--- src/rtl/multiword_adder_pkg.sv ---
// multiword_adder_pkg
//   Shared definitions for the sequential arithmetic blocks (multiword
//   adder today; serial multiplier and accumulator reuse the same control
//   encoding). Holds the three-state control encoding and a helper that
//   sizes slice-index counters.
//   No ports (package).
package multiword_adder_pkg;

    // Control states shared by the slice-serial arithmetic blocks.
    typedef enum logic [1:0] {
        IDLE = 2'd0,
        RUN  = 2'd1,
        DONE = 2'd2
    } state_e;

    // Width of a counter that walks 0..chunks-1; never narrower than 1 bit
    // so a single-slice build still has a legal index register.
    function automatic int idx_width(input int chunks);
        int w;
        w = $clog2(chunks);
        return (w < 1) ? 1 : w;
    endfunction

endpackage

--- src/rtl/multiword_adder_adder.sv ---
// adder
//   Combinational WIDTH-bit ripple adder used as the slice datapath.
//   Ports:
//     a, b  [WIDTH-1:0]  addends
//     cin                carry in
//     s     [WIDTH-1:0]  sum
//     cout               carry out
module adder #(
    parameter int WIDTH = 4
) (
    input  logic [WIDTH-1:0] a,
    input  logic [WIDTH-1:0] b,
    input  logic             cin,
    output logic [WIDTH-1:0] s,
    output logic             cout
);

    assign {cout, s} = {1'b0, a} + {1'b0, b} + {{WIDTH{1'b0}}, cin};

endmodule

--- src/rtl/multiword_adder.sv ---
// multiword_adder
//   Adds two WIDTH*CHUNKS-bit operands one WIDTH-bit slice per cycle through
//   a single adder instance, carrying the slice carry-out between cycles.
//   Ports:
//     clk, rst            rising-edge clock, synchronous active-high reset
//     in_valid/in_ready   operand handshake (accepted only in IDLE)
//     a, b, cin           operands, latched on accept
//     out_valid/out_ready result handshake (held in DONE)
//     s, cout             N-bit sum and final carry-out
module multiword_adder
    import multiword_adder_pkg::*;
#(
    parameter int WIDTH  = 4,
    parameter int CHUNKS = 4
) (
    input  logic                    clk,
    input  logic                    rst,
    input  logic                    in_valid,
    output logic                    in_ready,
    input  logic [WIDTH*CHUNKS-1:0] a,
    input  logic [WIDTH*CHUNKS-1:0] b,
    input  logic                    cin,
    output logic                    out_valid,
    input  logic                    out_ready,
    output logic [WIDTH*CHUNKS-1:0] s,
    output logic                    cout
);

    localparam int N     = WIDTH * CHUNKS;
    localparam int IDX_W = idx_width(CHUNKS);
    localparam logic [IDX_W-1:0] LAST_IDX = IDX_W'(CHUNKS - 1);

    state_e           state_q, state_d;
    logic [N-1:0]     a_q, a_d;
    logic [N-1:0]     b_q, b_d;
    logic [N-1:0]     s_q, s_d;
    logic             cout_q, cout_d;
    logic             carry_q, carry_d;
    logic [IDX_W-1:0] idx_q, idx_d;

    logic [WIDTH-1:0] slice_a;
    logic [WIDTH-1:0] slice_b;
    logic [WIDTH-1:0] slice_sum;
    logic             slice_cout;
    logic             accept;

    assign accept = in_valid && in_ready;

    // Slice select: only one WIDTH-bit ripple sits on the critical path.
    assign slice_a = a_q[idx_q*WIDTH +: WIDTH];
    assign slice_b = b_q[idx_q*WIDTH +: WIDTH];

    adder #(
        .WIDTH(WIDTH)
    ) u_adder (
        .a   (slice_a),
        .b   (slice_b),
        .cin (carry_q),
        .s   (slice_sum),
        .cout(slice_cout)
    );

    // State register
    always_ff @(posedge clk) begin
        if (rst) begin
            state_q <= IDLE;
        end else begin
            state_q <= state_d;
        end
    end

    // Next-state logic
    always_comb begin
        state_d = state_q;
        case (state_q)
            IDLE:    if (accept) state_d = RUN;
            RUN:     if (idx_q == LAST_IDX) state_d = DONE;
            DONE:    if (out_ready) state_d = IDLE;
            default: state_d = IDLE;
        endcase
    end

    // FSM outputs; in_ready is forced low during reset so nothing is
    // accepted on the edge that clears the machine.
    always_comb begin
        in_ready  = (state_q == IDLE) && !rst;
        out_valid = (state_q == DONE);
    end

    // Datapath next-state: operand capture on accept, one slice per RUN cycle.
    always_comb begin
        a_d     = a_q;
        b_d     = b_q;
        s_d     = s_q;
        cout_d  = cout_q;
        carry_d = carry_q;
        idx_d   = idx_q;
        if (state_q == IDLE && accept) begin
            a_d     = a;
            b_d     = b;
            carry_d = cin;
            idx_d   = '0;
        end else if (state_q == RUN) begin
            s_d[idx_q*WIDTH +: WIDTH] = slice_sum;
            carry_d                   = slice_cout;
            if (idx_q == LAST_IDX) begin
                cout_d = slice_cout;
            end else begin
                idx_d = idx_q + 1'b1;
            end
        end
    end

    // Operand copies need no reset: they are always written before use.
    always_ff @(posedge clk) begin
        a_q <= a_d;
        b_q <= b_d;
    end

    always_ff @(posedge clk) begin
        if (rst) begin
            s_q     <= '0;
            cout_q  <= 1'b0;
            carry_q <= 1'b0;
            idx_q   <= '0;
        end else begin
            s_q     <= s_d;
            cout_q  <= cout_d;
            carry_q <= carry_d;
            idx_q   <= idx_d;
        end
    end

    assign s    = s_q;
    assign cout = cout_q;

endmodule

--- config.mk ---
export PLATFORM = sky130hd
export DESIGN_NAME = multiword_adder
export DESIGN_NICKNAME = d
export VERILOG_FILES = /design/src/rtl/multiword_adder_pkg.sv /design/src/rtl/multiword_adder_adder.sv /design/src/rtl/multiword_adder.sv
export SDC_FILE = /design/constraint.sdc
export NUM_CORES = 1
export LEC_CHECK = 0
export ABC_AREA = 1
export BUFFER_PORTS_ARGS = -buffer_cell sky130_fd_sc_hd__buf_2
export CAP_MARGIN = 20
export CORE_MARGIN = 3
export CORE_UTILIZATION = 40
export DETAILED_ROUTE_END_ITERATION = 16
export GPL_TIMING_DRIVEN = 0
export SLEW_MARGIN = 20
export SYNTH_ARGS = -nofsm -noshare
export SYNTH_HDL_FRONTEND = slang
export SYNTH_SLANG_ARGS = --single-unit
--- constraint.sdc ---
create_clock -name clk -period 7.1 [get_ports clk]
set_input_delay 1.42 -clock clk [delete_from_list [all_inputs] [get_ports clk]]
set_output_delay 1.42 -clock clk [all_outputs]
set_load 0.02 [all_outputs]
---- After elaboration in Yosys (flattened, before gate mapping) ----
Cells that the tools add are included.
cells by class
  reduce and logical (&&, ||, !) cells .... 11
  multiplexer cells ....................... 7
  shift-type cells ........................ 4
  equal/unequal tests ..................... 6
  bitwise gates (word level) .............. 2
  add/subtract/negate cells ............... 4
operators with widths
  cell                                                   number
  negation 4 -> 34 bit                                   1
  variable shift 4 x 34 -> 16 bit, first input constant  1
  variable part select 4 x 34 -> 16 bit                  1
  variable part select 16 x 5 -> 4 bit                   2
  bitwise mux 16 bit                                     1
  2-to-1 mux 2 bit                                       3
  case mux 2 bit (3 select lines)                        1
  AND reduction 3 bit                                    2
  adder 4 x 4 -> 5 bit                                   1
  adder 5 x 1 -> 5 bit                                   1
  equality test 2 bit, second input constant             2
  inequality test 2 x 1 -> 1 bit, second input constant  2
  AND reduction 2 bit                                    2
  logical AND 1 bit                                      3
  adder 2 x 1 -> 2 bit, second input constant            1
  equality test 2 x 1 -> 1 bit, second input constant    1
  zero test 2 bit                                        1
  2-to-1 mux 1 bit                                       2
  inequality test 2 bit, second input constant           1
  NOT 1 bit                                              2
  nonzero test 2 bit                                     1
  OR reduction 2 bit                                     1
  zero test 1 bit                                        1
word-level totals
  output and inout port bits .............. 19
  logic and storage cells ................. 41
  input port bits ......................... 37
  register bits ........................... 54

---- Longest topological paths before layout ----
Gate-level depths: netlist (run 1).
  depth after elaboration ................. 6
  gate-level depth with buffers ........... 12
  mapped depth without buffers ............ 11

---- Hierarchy ----
A second synthesis (run 1) with hierarchy kept.
unflattened totals
  cell total of the unflattened synthesis .. 240
  area, all modules ....................... 2458.6 µm²
modules (own cells, without submodules)
  module           area an instance (µm²)  sequential area each (µm²)  cells each  instances
  multiword_adder  2293.4                  1401.3                      215         1
  adder            165.2                   0.0                         25          1

---- Least setup slack after synthesis (run 1) ----
No wires, ideal clock.
  kind .................................... input-to-output
  start ................................... input rst
  end ..................................... output in_ready
  stages on the path ...................... 1
  data required time ...................... 5.680 ns
  slack ................................... 3.758 ns
  arrival time ............................ 1.922 ns
  buffers on the path ..................... 0
  cells stage by stage .................... nor3_1
between the ends
  cells in the longest elaborated chain, start to end .. 2
ends and longest elaborated chain
  element            RTL line               text
  start, declared    multiword_adder.sv:17  input logic rst,
  zero test 1 bit    multiword_adder.sv:86  in_ready = (state_q == IDLE) && !rst;
  logical AND 1 bit  multiword_adder.sv:86
  end, declared      multiword_adder.sv:19  output logic in_ready,
Every way passes these cells.

---- Worst setup path after layout (run 1) ----
Same ends and word-level chain as after synthesis.

==> key figures, run 1 <==
Outcome
  • Status: completed

Drt
  • DR pass1 iterations: 4
  • Via count: 1695
  • Drt initial violations: 69
  • Max Used Layer: met4
  • Final wirelength: 4.40 mm
  • Met2 routed WL: 2.05 mm
  • Met1 wire length: 1.98 mm
  • Drt wl/cell: 12.5 um
  • DRC viols: 0
  • Via density: 4.82
  • Routed Antenna Nets: 0
  • Met3 Routed Length: 317 um

Place
  • Placed Cells incl. Taps: 344
  • Dpl hpwl: 3.16 mm
  • Dpl ws: 3.76 ns
  • Placed cell areas: 2680 um^2
  • GPL Wtd Cong: 0.764
  • IO Port Bufs: 55

Critical path
  • Worst Path Max Fanout: 3
  • CP startpoint: rst
  • Critical path type: input pin to output pin
  • Setup crit start kind: input pin
  • Req. time, crit path: 5.68 ns
  • R2r setup slk: 4.17 ns
  • Worst setup EP type: output pin
  • FF-to-FF End: s[14]
  • Reg2Reg Depth: 12
  • Start of the worst register-to-register path: idx_q[1]
  • Arr. time, crit path: 1.91 ns

Power
  • Switching Share: 27.7%
  • Power density over cell area: 247 nW/um^2
  • P_int: 0.499 mW
  • Max rail drop VDD: 0.000141 V
  • Reg power frac: 51.4%
  • Power Total: 0.690 mW
  • P_sw: 0.191 mW
  • Clock share of power: 29.8%
  • LEAKAGE: 1.14 nW
  • Combinational share of power: 18.7%

CTS
  • Clock tree sinks: 54
  • Clock buffer depth: 2
  • Resized cells post-CTS: 0
  • Hold buffer count at cts: 0
  • CTS tree: done
  • CTS buffer count: 5
  • Reg clk slew, reported paths: 0.09 ns
  • Worst skew pair latency: 0.31 ns
  • Htree depth: 2
  • Setup bufs post-CTS: 0
  • CTS Root Buffer Type: clkbuf_8

STA
  • Final Max Slew Viols: 0
  • Final setup viols: 0
  • RSZ-0062 raised after global routing: no
  • Skew final: 0.00611 ns
  • Slew @ Worst Pin: 0.673 ns
  • Fin crit share: 47.0%
  • Headroom to the max-slew limit: 55.1%
  • F_max: 300 MHz
  • Final hold vios: 0
  • Setup ws final: 3.77 ns
  • Setup TNS: 0 ns
  • Minimum clock period: 3.33 ns
  • Fin Hold WS: 0.466 ns

Floorplan
  • Die Span Y: 82.1 um
  • Num rows: 27
  • Full die area: 6740 um^2
  • Core area: 5540 um^2
  • # IOs: 56
  • Die X-Extent: 82.1 um
  • Starting Density: 41.8%

Finish
  • Layout Nets: 327
  • Area Growth Syn to Fin: 20.6%
  • Final Cell Area: 2790 um^2
  • Final cell count without fillers: 352
  • Layout cells sized above 1: 26.8%
  • Layout fillers: 528
  • Diodes inserted: 0
  • Final Util: 50.4%

Logic synthesis
  • Mapped Nets: 265
  • Top cell type's share of synthesized area: 41.5%
  • Cell taking the most area after synthesis: edfxtp_1
  • Mapped cell area: 2310 um^2
  • Post-synth EDFFs: 32
  • Count leader, synth: nand2_1
  • Top cells by area, synth: edfxtp_1 42%, dfxtp_1 19%, nand2_1 5.7%
  • Post-synth top cells: 35 x nand2_1, 32 x edfxtp_1, 22 x dfxtp_1, 21 x nor2_1, 17 x inv_1
  • Cells after synthesis: 217
  • Most used DFF post-synth: edfxtp_1
  • Sequential-to-total area share from yosys stat: 60.5%
  • Asr flop ratio synth: 0%
  • Mean Syn Cell Area: 10.7 um^2
  • Post-synthesis cell type count: 30
  • Synth warn: 0
  • Flops & latches, synth: 54

Global routing
  • GRT Total Usage: 14.8%
  • Gr ovfl total: 0
  • Largest net degree at the start of global routing: 35
  • Antenna violations before repair: 0
  • First-pass GRT wire length: 7.45 mm
  • Vias in the first global route: 1652

Hold path
  • Worst min path class: flip-flop to flip-flop
  • Hold Crit Start: s[11]
  • Hold Crit Depth: 2
  • Hold Path End: s[11]

Run
  • Max_cap viols: 0
-- how the worst max path moves through the flow --
| stage | endpoint | slack [ns] | depth (start not counted) |
|---|---|---|---|
| global placement | in_ready | 3.78 | 3 |
| finish | in_ready | 3.77 | 3 |
| CTS | in_ready | 3.76 | 3 |
| global route | in_ready | 3.69 | 3 |
| floorplan | in_ready | 3.76 | 1 |
| detailed placement | in_ready | 3.76 | 3 |
-- cells in the final DEF (no fill, tap or decap), types with 2 or more instances in the layout --
| cell | Yosys | layout |
|---|---|---|
| dfxtp_1 | 22 | 22 |
| edfxtp_1 | 32 | 32 |
| o21ai_0 | 15 | 15 |
| clkbuf_8 | 0 | 5 |
| buf_2 | 1 | 56 |
| clkbuf_1 | 6 | 6 |
| fa_1 | 2 | 2 |
| nor2_1 | 21 | 21 |
| nand3_1 | 6 | 6 |
| inv_2 | 1 | 2 |
| a21oi_1 | 16 | 16 |
| nor3_1 | 4 | 4 |
| a32oi_1 | 2 | 2 |
| nand2_2 | 3 | 3 |
| inv_1 | 17 | 16 |
| ha_1 | 9 | 9 |
| nor2_2 | 2 | 2 |
| nand2_1 | 35 | 35 |
| nand4_1 | 3 | 3 |
| o22ai_1 | 6 | 6 |
| a22oi_1 | 4 | 4 |
-- per-layer routing --
metal / vias up / global-route usage, %
li1: 873 / -
met1: 751 / 19.5
met2: 64 / 23.3
met3: 7 / 4.17
met4: 0 / 5.32
met5: - / 0
-- sequential cells by signal (all words and copies together) (netlist names) --
signal,flops
b_q,16
a_q,16
carry_q,1
state_q,2
s,16
idx_q,2
cout,1
-- power groups by stage --
stage | clock network [mW] | registers [mW] | logic, mW
2_1_floorplan | 0 | 0.365 | 0.0867
3_3_place_gp | 0 | 0.362 | 0.130
3_5_place_dp | 0 | 0.362 | 0.131
4_1_cts | 0.212 | 0.355 | 0.131
5_1_grt | 0.225 | 0.357 | 0.149
6_report | 0.206 | 0.355 | 0.129
-- worst max-delay path, stage by stage --
cell	delay [ns]
buf_2	0.12
nor3_1	0.17
buf_2	0.20
-- kinds of logic after synthesis --
group / synth area share (%)
AO/OA/AOI/OAI: 11.6
XOR/XNOR: 0.757
adder cells (fa/ha/maj): 6.59
buffers and inverters: 4.11
flip-flops: 60.5
AND/OR/NAND/NOR: 16.4
-- cell type report --
class | instances | area (um^2) | area share [%]
Buffer | 7 | 27.5 | 0.986
Clock buffer | 5 | 68.8 | 2.46
Clock inverter | 3 | 43.8 | 1.57
Inverter | 18 | 67.6 | 2.42
Multi-Input combinational cell | 138 | 818 | 29.3
Sequential cell | 54 | 1400 | 50.2
Tap cell | 72 | 90.1 | 3.23
Timing Repair Buffer | 55 | 275 | 9.86
Note: power is estimated with default switching activity, not from simulation.
==> run 2, diff against run 1 <==
==> constraint.sdc (replaced) <==
create_clock -name clk -period 3.03 [get_ports clk]
set_input_delay 0.606 -clock clk [delete_from_list [all_inputs] [get_ports clk]]
set_output_delay 0.606 -clock clk [all_outputs]
set_load 0.02 [all_outputs]
==> run 2 against run 1 <==
Net effect: die area did not move; first-iteration DRC count is 2.9% lower; non-clock buffer count did not move; combinational power rose by 130%; routed wire length shrank 0.14%; clock skew grew 0.00054 ns.
==> key figures, run 2 (synthesis gave the netlist of run 1 again) <==
Critical path
  • Worst setup EP type: flip-flop
  • Req. time, crit path: 3.27 ns
  • Start of the worst register-to-register path: idx_q[0]
  • R2r setup slk: 0.23 ns
  • FF-to-FF End: s[13]
  • Arr. time, crit path: 3.04 ns
  • Setup crit start kind: flip-flop
  • Critical path type: flip-flop to flip-flop
  • Worst Path Max Fanout: 12
  • Reg2Reg Depth: 10

Finish
  • Layout cells sized above 1: 27.5%
  • Area Growth Syn to Fin: 20.8%
  • Layout fillers: 526
  • Most common cell after layout, fill and taps aside: buf_2
  • Layout Nets: 327
  • Diodes inserted: 0
  • Commonest cells after routing, fill and taps aside: 56 x buf_2, 35 x nand2_1, 32 x edfxtp_1

Floorplan
  • Full die area: 6740 um^2
  • Die Span Y: 82.1 um
  • # IOs: 56
  • Die X-Extent: 82.1 um
  • Starting Density: 41.8%
  • Num rows: 27
  • Core area: 5540 um^2

STA
  • Skew final: 0.00665 ns
  • Setup TNS: 0 ns
  • F_max: 357 MHz
  • Slew @ Worst Pin: 0.667 ns
  • Fin crit share: 92.4%
  • Final setup viols: 0
  • Minimum clock period: 2.80 ns
  • Final Max Slew Viols: 0
  • Fin Hold WS: 0.466 ns
  • Headroom to the max-slew limit: 55.5%
  • Final hold vios: 0
  • RSZ-0062 raised after global routing: no

Power
  • P_int: 1.17 mW
  • Clock share of power: 29.7%
  • Max rail drop VDD: 0.000332 V
  • P_sw: 0.444 mW
  • Combinational share of power: 18.8%
  • Power Total: 1.61 mW
  • LEAKAGE: 1.14 nW
  • Switching Share: 27.5%
  • Reg power frac: 51.5%
  • Power density over cell area: 577 nW/um^2

Place
  • IO Port Bufs: 55
  • GPL Wtd Cong: 0.764
  • Dpl hpwl: 3.16 mm

CTS
  • Setup bufs post-CTS: 0
  • Clock buffer depth: 2
  • Hold buffer count at cts: 0
  • Clock tree sinks: 54
  • Resized cells post-CTS: 0
  • CTS Root Buffer Type: clkbuf_8
  • Worst skew pair latency: 0.30 ns
  • CTS buffer count: 5
  • Htree depth: 2
  • Reg clk slew, reported paths: 0.09 ns
  • CTS tree: done

Drt
  • Via count: 1679
  • Drt initial violations: 67
  • Final wirelength: 4.40 mm
  • DRC viols: 0
  • Via density: 4.77
  • Routed Antenna Nets: 0
  • Drt wl/cell: 12.5 um
  • DR pass1 iterations: 4

Hold path
  • Hold Crit Start: s[11]
  • Hold Path End: s[11]
  • Worst min path class: flip-flop to flip-flop
  • Hold Crit Depth: 2

Global routing
  • GRT Total Usage: 14.8%
  • First-pass GRT wire length: 7.45 mm
  • Largest net degree at the start of global routing: 35
  • Vias in the first global route: 1652
  • Gr ovfl total: 0
  • Antenna violations before repair: 0

Outcome
  • Status: completed

Run
  • Max_cap viols: 0
==> run 2: metrics by stage <==
stage / std cells / cell area (um^2) / utilization (%) / setup WS (ns)
global route: 352 / 2800 / 50.5 / 0.00364
detailed placement: 344 / 2680 / 48.4 / 0.123
CTS: 352 / 2790 / 50.4 / 0.0867
floorplan: 217 / 2310 / - / 0.624
finish: 352 / 2800 / 50.5 / 0.230
global placement: 344 / 2680 / 48.4 / 0.114
==> run 2: critical path, cell delays in order, from the launching register on <==
cell      delay [ns]
dfxtp_1         0.50
inv_1           0.09
clkbuf_1        0.28
o21ai_0         0.23
o22ai_1         0.11
fa_1            0.41
inv_1           0.09
fa_1            0.45
nor3_1          0.36
a22oi_1         0.12
nor2_1          0.10
==> run 2: power by group through the flow <==
stage / Combinational, mW / Sequential, mW / Clock [mW]
CTS: 0.307 / 0.832 / 0.497
global route: 0.349 / 0.836 / 0.528
detailed placement: 0.306 / 0.849 / 0
finish: 0.303 / 0.831 / 0.479
floorplan: 0.203 / 0.854 / 0
global placement: 0.304 / 0.849 / 0
==> run 2: layout make-up <==
type                       instances  area (um^2)  share of cell area, %
clock buffer                       5         68.8                   2.46
tap                               72         90.1                   3.22
timing repair buffer              55          275                   9.85
clock inverter                     3         43.8                   1.57
sequential                        54         1400                   50.1
multi-input combinational        138          818                   29.3
inverter                          18         67.6                   2.42
buffer                             7         30.0                   1.07
==> run 2: metal layers <==
metal	track usage (%)	vias up	part of all wire (%)
met3	4.17	4	5.5
li1	-	872	-
met2	23.3	46	48
met1	19.5	757	46
met4	5.32	0	0.80
met5	0	-	0
==> run 2: how the worst max path moves through the flow <==
stage	startpoint	to	cells after the start
CTS	idx_q[1]	s[14]	12
floorplan	rst	a_q[0]	3
global placement	idx_q[1]	s[14]	12
detailed placement	idx_q[1]	s[14]	12
global route	idx_q[0]	s[14]	12
finish	idx_q[0]	s[13]	10
==> run 3, diff against run 2 <==
==> constraint.sdc (replaced) <==
create_clock -name clk -period 2.9 [get_ports clk]
set_input_delay 0.58 -clock clk [delete_from_list [all_inputs] [get_ports clk]]
set_output_delay 0.58 -clock clk [all_outputs]
set_load 0.02 [all_outputs]
==> run 3 against run 2 <==
Net effect: utilization up 0.68 points; sequential power up 4.6%; largest power group unchanged; critical endpoint unchanged; combinational power up 10%; non-clock buffer count up 2; highest routed layer unchanged; maximum frequency up 6.3%.
==> key figures, run 3 (synthesis gave the netlist of run 1 again) <==
Critical path
  • Worst setup EP type: flip-flop
  • R2r setup slk: 0.27 ns
  • Worst Path Max Fanout: 12
  • Req. time, crit path: 3.15 ns
  • Critical path type: flip-flop to flip-flop
  • FF-to-FF End: s[13]
  • Setup crit start kind: flip-flop
  • Arr. time, crit path: 2.88 ns
  • Reg2Reg Depth: 10
  • Start of the worst register-to-register path: idx_q[0]

Floorplan
  • # IOs: 56
  • Full die area: 6740 um^2
  • Die Span Y: 82.1 um
  • Starting Density: 41.8%
  • Core area: 5540 um^2
  • Die X-Extent: 82.1 um
  • Num rows: 27

Drt
  • Routed Antenna Nets: 0
  • DRC viols: 0
  • DR pass1 iterations: 4
  • Drt initial violations: 61
  • Via count: 1704
  • Drt wl/cell: 12.6 um
  • Via density: 4.81
  • Final wirelength: 4.45 mm

STA
  • Fin Hold WS: 0.439 ns
  • Minimum clock period: 2.63 ns
  • Fin crit share: 90.8%
  • Final Max Slew Viols: 0
  • Setup TNS: 0 ns
  • Headroom to the max-slew limit: 55.2%
  • Final setup viols: 0
  • Slew @ Worst Pin: 0.671 ns
  • Final hold vios: 0
  • RSZ-0062 raised after global routing: no
  • F_max: 380 MHz
  • Skew final: 0.00420 ns

CTS
  • Clock tree sinks: 54
  • Htree depth: 2
  • CTS Root Buffer Type: clkbuf_8
  • CTS tree: done
  • Clock buffer depth: 2
  • Worst skew pair latency: 0.31 ns
  • Reg clk slew, reported paths: 0.10 ns
  • CTS buffer count: 5

Global routing
  • Vias in the first global route: 1643
  • Antenna violations before repair: 0
  • Largest net degree at the start of global routing: 35
  • First-pass GRT wire length: 7.45 mm
  • GRT Total Usage: 14.8%
  • Gr ovfl total: 0

Outcome
  • Status: completed

Power
  • Power density over cell area: 603 nW/um^2
  • Power Total: 1.71 mW
  • LEAKAGE: 1.17 nW
  • Max rail drop VDD: 0.000345 V

Finish
  • Area Growth Syn to Fin: 22.4%
  • Final Cell Area: 2830 um^2
  • Layout Nets: 329
  • Layout cells sized above 1: 30.1%
  • Diodes inserted: 0
  • Commonest cells after routing, fill and taps aside: 56 x buf_2, 35 x nand2_1, 32 x edfxtp_1
  • Most common cell after layout, fill and taps aside: buf_2
  • Final Util: 51.1%

Place
  • IO Port Bufs: 55
  • Dpl hpwl: 3.16 mm
  • Placed cell areas: 2680 um^2
  • GPL Wtd Cong: 0.764

Hold path
  • Worst min path class: input pin to flip-flop
  • Hold Path End: a_q[2]
  • Hold Crit Depth: 1
  • Hold Crit Start: a[2]

Run
  • Max_cap viols: 0
==> run 3: worst max-delay path by stage <==
stage / start / depth (start not counted) / slack (ns) / end
after global routing: idx_q[0] / 11 / 0.07 / s[14]
final: idx_q[0] / 10 / 0.27 / s[13]
after detailed placement: idx_q[1] / 12 / -0.007 / s[14]
after CTS: idx_q[0] / 11 / 0.03 / s[14]
after global placement: idx_q[1] / 12 / -0.02 / s[14]
after floorplan: rst / 3 / 0.52 / a_q[0]
==> run 3: cell type report <==
type	count	area [um^2]
Fill cell	522	2710
Tap cell	72	90.1
Clock buffer	5	68.8
Inverter	18	71.3
Clock inverter	3	43.8
Multi-Input combinational cell	138	831
Timing Repair Buffer	58	298
Sequential cell	54	1400
Buffer	6	27.5
==> run 3: what timing repair did <==
action	in CTS	in global routing
hold buffers	0	0
endpoints found under the setup margin	2	5
gates resized for setup	0	10
buffers inserted	0	3
hold endpoints to repair	0	0
==> run 3: routing by layer <==
metal	up-vias	GRT usage (%)	part of all wire [%]
li1	880	-	-
met1	762	19.5	47
met2	54	23.2	46
met3	8	4.17	6.4
met4	0	5.32	1.5
met5	-	0	0
==> run 3: worst max-delay path, stage by stage, from the launching register on <==
cell and delay [ns]:
dfxtp_1 0.50, inv_1 0.09, clkbuf_2 0.23, o21ai_0 0.21
o22ai_1 0.12, fa_1 0.42, inv_1 0.09, fa_1 0.46
nor3_2 0.26, a22oi_1 0.10, nor2_1 0.09
==> run 3: through the flow <==
stage	instances	setup WS, ns
6_report	354	0.266
4_1_cts	351	0.0309
3_3_place_gp	344	-0.0158
2_1_floorplan	217	0.520
3_5_place_dp	344	-0.00717
5_1_grt	354	0.0675
==> run 3: power breakdown <==
| group | switching [mW] | internal (mW) |
|---|---|---|
| clock network | 0.245 | 0.259 |
| logic | 0.213 | 0.122 |
| registers | 0.0184 | 0.851 |
| total | 0.476 | 1.23 |
